File: src/rtl/ex_muldiv.sv
// Iterative RV32M multiply/divide unit beside the ex stage; holds the pipeline until its rd write is ready.
// Optional macro EX_MULDIV_FAST_MUL_EN: single-cycle combinational MUL* at accept (DIV* stays iterative).
module ex_muldiv #(
    parameter int XLEN       = 32,
    parameter int REG_ADDR_W = 5
) (
    input  logic                  i_Clk,
    input  logic                  i_reset,
    input  logic                  i_start,
    input  logic                  i_kill,
    input  logic [2:0]            i_op,
    input  logic [XLEN-1:0]       i_a,
    input  logic [XLEN-1:0]       i_b,
    input  logic [REG_ADDR_W-1:0] i_rd_addr,
    output logic                  o_hold,
    output logic                  o_busy,
    output logic                  o_valid,
    output logic                  o_rd_we,
    output logic [REG_ADDR_W-1:0] o_rd_addr,
    output logic [XLEN-1:0]       o_result
);
    localparam int CNT_W = $clog2(XLEN) + 1;

    typedef enum logic [1:0] {IDLE, CALC, DONE} state_t;

    state_t                  state_q, state_d;
    logic [2:0]              op_q;
    logic                    sa_q, sb_q;
    logic [XLEN-1:0]         dvs_q;
    logic [XLEN-1:0]         hi_q, lo_q;
    logic [CNT_W-1:0]        cnt_q;
    logic [REG_ADDR_W-1:0]   rd_q;
    logic [XLEN-1:0]         res_q;

    function automatic logic a_is_signed(input logic [2:0] op);
        return (op == 3'b000) || (op == 3'b001) || (op == 3'b010) ||
               (op == 3'b100) || (op == 3'b110);
    endfunction

    function automatic logic b_is_signed(input logic [2:0] op);
        return (op == 3'b000) || (op == 3'b001) || (op == 3'b100) || (op == 3'b110);
    endfunction

    // Accept-side decode: operand magnitudes, sign flags and the divide special cases.
    logic            accept, in_sa, in_sb, div_zero, div_ovf, special, fast_go;
    logic [XLEN-1:0] abs_a, abs_b, special_res, fast_res;

    assign accept   = (state_q == IDLE) && i_start && !i_kill;
    assign in_sa    = a_is_signed(i_op) && i_a[XLEN-1];
    assign in_sb    = b_is_signed(i_op) && i_b[XLEN-1];
    assign abs_a    = in_sa ? -i_a : i_a;
    assign abs_b    = in_sb ? -i_b : i_b;
    assign div_zero = i_op[2] && (i_b == '0);
    assign div_ovf  = i_op[2] && !i_op[0] && (i_a == {1'b1, {(XLEN-1){1'b0}}}) && (i_b == '1);
    assign special  = div_zero || div_ovf;
    assign special_res = div_zero ? (i_op[1] ? i_a : '1) : (i_op[1] ? '0 : i_a);

`ifdef EX_MULDIV_FAST_MUL_EN
    logic [2*XLEN-1:0] fast_prod, fast_sprod;
    always_comb begin
        fast_prod  = {{XLEN{1'b0}}, abs_a} * {{XLEN{1'b0}}, abs_b};
        fast_sprod = (in_sa ^ in_sb) ? -fast_prod : fast_prod;
        fast_res   = (i_op[1:0] == 2'b00) ? fast_sprod[XLEN-1:0] : fast_sprod[2*XLEN-1:XLEN];
    end
    assign fast_go = !i_op[2];
`else
    assign fast_res = '0;
    assign fast_go  = 1'b0;
`endif

    // One iteration: shift-add for MUL* ({hi,lo} = product), restoring step for DIV* (hi = rem, lo = quo).
    logic [XLEN:0]     mul_sum, div_sh, div_diff;
    logic [XLEN-1:0]   nxt_hi, nxt_lo, quo, rem, calc_res;
    logic [2*XLEN-1:0] prod, sprod;

    always_comb begin
        // NOTE: every always_comb output gets a default first so no path leaves a latch behind.
        nxt_hi   = hi_q;
        nxt_lo   = lo_q;
        mul_sum  = {1'b0, hi_q} + (lo_q[0] ? {1'b0, dvs_q} : '0);
        div_sh   = {hi_q, lo_q[XLEN-1]};
        div_diff = div_sh - {1'b0, dvs_q};
        if (op_q[2]) begin
            nxt_hi = div_diff[XLEN] ? div_sh[XLEN-1:0] : div_diff[XLEN-1:0];
            nxt_lo = {lo_q[XLEN-2:0], !div_diff[XLEN]};
        end else begin
            nxt_hi = mul_sum[XLEN:1];
            nxt_lo = {mul_sum[0], lo_q[XLEN-1:1]};
        end
        prod     = {nxt_hi, nxt_lo};
        sprod    = (sa_q ^ sb_q) ? -prod : prod;
        quo      = (sa_q ^ sb_q) ? -nxt_lo : nxt_lo;
        rem      = sa_q ? -nxt_hi : nxt_hi;
        if (op_q[2])
            calc_res = op_q[1] ? rem : quo;
        else
            calc_res = (op_q[1:0] == 2'b00) ? sprod[XLEN-1:0] : sprod[2*XLEN-1:XLEN];
    end

    logic last_iter;
    assign last_iter = (state_q == CALC) && (cnt_q == CNT_W'(XLEN - 1));

    always_comb begin
        state_d = state_q;
        case (state_q)
            IDLE:    if (accept) state_d = (special || fast_go) ? DONE : CALC;
            CALC:    if (last_iter) state_d = DONE;
            DONE:    state_d = IDLE;
            default: state_d = IDLE;
        endcase
        if (i_kill) state_d = IDLE;
    end

    // NOTE: sequential state uses non-blocking assignments so every register samples pre-edge values.
    always_ff @(posedge i_Clk or posedge i_reset) begin
        if (i_reset) begin
            state_q <= IDLE;
            op_q    <= '0;
            sa_q    <= 1'b0;
            sb_q    <= 1'b0;
            dvs_q   <= '0;
            hi_q    <= '0;
            lo_q    <= '0;
            cnt_q   <= '0;
            rd_q    <= '0;
            res_q   <= '0;
        end else begin
            state_q <= state_d;
            if (accept) begin
                op_q  <= i_op;
                sa_q  <= in_sa;
                sb_q  <= in_sb;
                dvs_q <= abs_b;
                hi_q  <= '0;
                lo_q  <= abs_a;
                cnt_q <= '0;
                rd_q  <= i_rd_addr;
                if (special)      res_q <= special_res;
                else if (fast_go) res_q <= fast_res;
            end else if (state_q == CALC) begin
                hi_q  <= nxt_hi;
                lo_q  <= nxt_lo;
                cnt_q <= cnt_q + 1'b1;
                if (last_iter) res_q <= calc_res;
            end
        end
    end

    assign o_hold    = accept || (state_q == CALC);
    assign o_busy    = (state_q != IDLE);
    assign o_valid   = (state_q == DONE) && !i_kill;
    assign o_rd_we   = o_valid && (rd_q != '0);
    assign o_rd_addr = rd_q;
    assign o_result  = res_q;

endmodule

File: config.mk
export PLATFORM = sky130hd
export DESIGN_NAME = ex_muldiv
export DESIGN_NICKNAME = d
export VERILOG_FILES = /design/src/rtl/ex_muldiv.sv
export SDC_FILE = /design/constraint.sdc
export NUM_CORES = 1
export LEC_CHECK = 0
export BUFFER_PORTS_ARGS = -buffer_cell sky130_fd_sc_hd__buf_2
export CORE_ASPECT_RATIO = 0.75
export CORE_MARGIN = 8
export CORE_UTILIZATION = 30
export CTS_CLUSTER_DIAMETER = 50
export DETAILED_ROUTE_END_ITERATION = 12
export PLACE_DENSITY = 0.46
export SLEW_MARGIN = 25
export SYNTH_ARGS = -nofsm -noshare
export SYNTH_HDL_FRONTEND = slang
export SYNTH_SLANG_ARGS = --single-unit
File: constraint.sdc
create_clock -name i_Clk -period 6.9 [get_ports i_Clk]
set_input_delay 0.69 -clock i_Clk [delete_from_list [all_inputs] [get_ports i_Clk]]
set_output_delay 0.69 -clock i_Clk [all_outputs]
set_load 0.05 [all_outputs]
==> results.ini <==
[outcome]
result_of_the_run = finished, final reports clean

[route]
drt.antenna.violating_nets = 0
drt-pass1-iter-count = 5
post_drt_via_cell_ratio = 5.83
routedWlPerCell_um = 23.6
drc = 0
dr_total_vias = 17000
drt_wl_total_um = 68700
first_iter_violations = 1823

[synthesis]
async_reset_ff_frac = 1.00
syn-mean-instance-area_um2 = 7.46
syn_nets = 2285
synth-seq-cells = 146
yosys_warnings = 0
yosysUniqueCellTypes = 99
synth_top_flop_cell = sky130_fd_sc_hd__dfrtp_1
ys_seq_area_frac = 0.229
post_synthesis_cells = 2137
synth_edf_count = 0
post_synth_instance_area_um2 = 15900

[final_layout]
area_growth_pct = 11.9
drive_gt1_frac = 0.109
nets = 2335
finish.utilization = 0.338
fillerInstances = 5754
final_area_um2 = 17800

[grt]
grt_antenna_before_repair = 2
grt_max_degree = 99
first_global_vias = 15900
grt_use_total = 0.220
grt.overflow.total = 0
wire_length_of_the_first_global_routing_pass_um = 103000

[worst_hold_path]
timing.hold.worst.class = in2async

[place]
post-dp-hpwl_um = 53800
placement.setup.worst_slack_ps = 1320
placed_area_um2 = 17200
place.gp.congestion = 0.942
count_of_buffers_inserted_at_the_top_level_ports = 116

[worst_setup_path]
cp_data_arrival_time_ps = 6090
setup.worst_path.start_class = flip-flop
crit_path_max_fanout = 17
worst_setup_path_end_kind = flip-flop
critical_path_class = reg2reg
worst-r2r-cell-count = 19
cp.required_ps = 7220

[cts]
clockBufferDepth = 2
post-cts-setup-buffers = 0
cts_hold_repair.buffers = 0
htree_num_levels = 4
root_buffer = sky130_fd_sc_hd__clkbuf_16
cts-buffers-inserted = 17
clk_pin_slew_worst_paths_ps = 80
number_of_gates_given_a_new_drive_strength_after_cts = 0
insertion_delay_ps = 470
cts_sinks = 146
cts_tree = done

[power_and_ir_drop]
power.density_cell_area_nw_per_um2 = 458
power.share.clock = 0.120
internal_power_mw = 3.61
power_switching_mw = 4.55
power_switching_share = 0.557
seq_power_share = 0.177
power_frac_comb = 0.703
static-leakage-power_nw = 7.52
worst_ir_drop_vdd_mv = 0.207

[sta]
tightest_slew_ps = 1060
fin_tns_setup_ps = 0
finalCritPeriodShare = 0.837
final_max_slew_viol_count = 0
timing.final.crit_period_ps = 5770
worst_clock_skew_ps = 18.1
slew_headroom = 0.287
fmax_mhz = 173
post-route-worst-setup-slack_ps = 1130
grt_setup_unrepaired = false
finalHoldViolations = 0
report.final.setup_viol = 0

[floorplan]
floorplan.core_area_um2 = 52800
design.die.area_um2 = 60800
top_ports = 117
floorplan.initialDensity = 0.302
fp.dieW_um = 282
placement_row_count = 73
chipHeight_um = 216

[flow_run]
maxCapViolCount = 0

[synthesized netlist by cell type (12+ instances only)]
cell type	number	area share
sky130_fd_sc_hd__and3_1	21	0.0082
sky130_fd_sc_hd__a221oi_1	13	0.0071
sky130_fd_sc_hd__xnor2_1	103	0.057
sky130_fd_sc_hd__ha_1	70	0.055
sky130_fd_sc_hd__a31oi_1	36	0.014
sky130_fd_sc_hd__a211oi_1	22	0.010
sky130_fd_sc_hd__o21bai_1	14	0.0066
sky130_fd_sc_hd__o21ai_0	168	0.053
sky130_fd_sc_hd__nand3_1	39	0.012
sky130_fd_sc_hd__nand2_1	266	0.063
sky130_fd_sc_hd__a21oi_1	172	0.054
sky130_fd_sc_hd__o21a_1	13	0.0061
sky130_fd_sc_hd__nor4_1	21	0.0082
sky130_fd_sc_hd__clkbuf_1	86	0.020
sky130_fd_sc_hd__a22o_1	15	0.0082
sky130_fd_sc_hd__buf_1	18	0.0042
sky130_fd_sc_hd__xor2_1	76	0.042
sky130_fd_sc_hd__nor2_1	210	0.049
sky130_fd_sc_hd__nand4_1	28	0.011
sky130_fd_sc_hd__dfrtp_1	146	0.23
sky130_fd_sc_hd__or3_1	18	0.0071
sky130_fd_sc_hd__and2_1	53	0.021
sky130_fd_sc_hd__a21o_1	30	0.014
sky130_fd_sc_hd__o31ai_1	18	0.0085
sky130_fd_sc_hd__nor2b_1	12	0.0047
sky130_fd_sc_hd__nor3_1	58	0.018
sky130_fd_sc_hd__o22ai_1	15	0.0059
sky130_fd_sc_hd__mux2i_1	58	0.036
sky130_fd_sc_hd__o211ai_1	20	0.0094
sky130_fd_sc_hd__o221ai_1	37	0.020
sky130_fd_sc_hd__inv_1	62	0.015
[per-layer routing]
layer | GRT usage | part of all wire
met3 | 0.0649 | 0.097
met5 | 0 | 0
met1 | 0.332 | 0.49
met2 | 0.306 | 0.40
met4 | 0.0396 | 0.012
[worst paths after layout]
| kind | to | slack [ps] | startpoint |
|---|---|---|---|
| min in group i_Clk | o_rd_addr[4] | 410 | i_rd_addr[4] |
| max | o_result[2] | 1130 | dvs_q[19] |
| max reg2reg | o_result[2] | 1130 | dvs_q[19] |
| min reg2reg | o_rd_addr[4] | 500 | o_rd_addr[4] |
| max in group asynchronous | o_result[30] | 5280 | i_reset |
| min | lo_q[15] | 320 | i_reset |
[flip-flops by register name, indices dropped and copies added, names as in the netlist, 2 cells and up]
name,cells
o_rd_addr,5
op_q,3
cnt_q,6
dvs_q,32
state_q,2
hi_q,32
o_result,32
lo_q,32
[layout make-up]
cell class / count / area, um2 / share of cell area
sequential: 146 / 3660 / 0.205
tap: 712 / 891 / 0.0499
clock inverter: 13 / 151 / 0.00849
inverter: 63 / 244 / 0.0137
antenna: 1 / 2.50 / 0.000140
multi-input combinational: 1807 / 11600 / 0.650
timing repair buffer: 152 / 863 / 0.0484
clock buffer: 19 / 433 / 0.0243
[cells in the final DEF, fill, tap and decap left out, types with 10 or more instances in the layout]
cell | Yosys | final
sky130_fd_sc_hd__nand2_1 | 266 | 266
sky130_fd_sc_hd__nor2_1 | 210 | 209
sky130_fd_sc_hd__a21oi_1 | 172 | 172
sky130_fd_sc_hd__o21ai_0 | 168 | 168
sky130_fd_sc_hd__dfrtp_1 | 146 | 144
sky130_fd_sc_hd__buf_2 | 10 | 116
sky130_fd_sc_hd__xnor2_1 | 103 | 102
sky130_fd_sc_hd__xor2_1 | 76 | 76
sky130_fd_sc_hd__ha_1 | 70 | 70
sky130_fd_sc_hd__inv_1 | 62 | 61
sky130_fd_sc_hd__mux2i_1 | 58 | 58
sky130_fd_sc_hd__nor3_1 | 58 | 58
sky130_fd_sc_hd__and2_1 | 53 | 53
sky130_fd_sc_hd__nand3_1 | 39 | 38
sky130_fd_sc_hd__o221ai_1 | 37 | 37
sky130_fd_sc_hd__a31oi_1 | 36 | 36
sky130_fd_sc_hd__buf_4 | 3 | 35
sky130_fd_sc_hd__a21o_1 | 30 | 29
sky130_fd_sc_hd__nand4_1 | 28 | 28
sky130_fd_sc_hd__a211oi_1 | 22 | 22
sky130_fd_sc_hd__and3_1 | 21 | 20
sky130_fd_sc_hd__o211ai_1 | 20 | 20
sky130_fd_sc_hd__nor4_1 | 21 | 20
sky130_fd_sc_hd__or3_1 | 18 | 18
sky130_fd_sc_hd__o31ai_1 | 18 | 18
sky130_fd_sc_hd__clkbuf_16 | 0 | 17
sky130_fd_sc_hd__o22ai_1 | 15 | 15
sky130_fd_sc_hd__a22o_1 | 15 | 15
sky130_fd_sc_hd__o21bai_1 | 14 | 14
sky130_fd_sc_hd__o21a_1 | 13 | 13
sky130_fd_sc_hd__a221oi_1 | 13 | 13
sky130_fd_sc_hd__nor2b_1 | 12 | 12
sky130_fd_sc_hd__and4_1 | 10 | 10
sky130_fd_sc_hd__a21boi_0 | 10 | 10
[critical path: stages, from the launching register on]
cell and delay, ps:
sky130_fd_sc_hd__dfrtp_1 450, sky130_fd_sc_hd__inv_1 70, sky130_fd_sc_hd__ha_1 390, sky130_fd_sc_hd__a21oi_1 280, sky130_fd_sc_hd__o21ai_1 180, sky130_fd_sc_hd__a221o_1 440, sky130_fd_sc_hd__or3_1 400, sky130_fd_sc_hd__o211ai_2 690
sky130_fd_sc_hd__buf_4 360, sky130_fd_sc_hd__nand2_1 80, sky130_fd_sc_hd__nand3_1 80, sky130_fd_sc_hd__o21ai_0 230, sky130_fd_sc_hd__ha_1 380, sky130_fd_sc_hd__and3_1 250, sky130_fd_sc_hd__nor2_1 140, sky130_fd_sc_hd__xor2_1 150
sky130_fd_sc_hd__a32o_1 170, sky130_fd_sc_hd__a21oi_1 60, sky130_fd_sc_hd__a21oi_1 650, sky130_fd_sc_hd__a21oi_1 150
[cells by family after synthesis]
logic type | synth area share
AO/OA/AOI/OAI | 0.288
adder cells (fa/ha/maj) | 0.0575
XOR/XNOR | 0.0984
flip-flops | 0.229
multiplexers | 0.0407
AND/OR/NAND/NOR | 0.240
buffers and inverters | 0.0463
[per-stage QoR]
stage	hold WS [ps]	std cells	total power [mW]
after detailed placement	480	2880	7.05
after global placement	479	2880	7.04
final	318	2913	8.17
after CTS	381	2912	8.07
after global routing	390	2912	8.74
after floorplan	463	2137	5.30
[power groups by stage]
stage	clock network, mW	registers (mW)	logic, mW
CTS	1.00	1.44	5.63
global placement	0	1.45	5.59
global route	1.03	1.48	6.22
detailed placement	0	1.46	5.60
floorplan	0	1.29	4.01
finish	0.980	1.45	5.74
(Power assumes the default switching activity.)
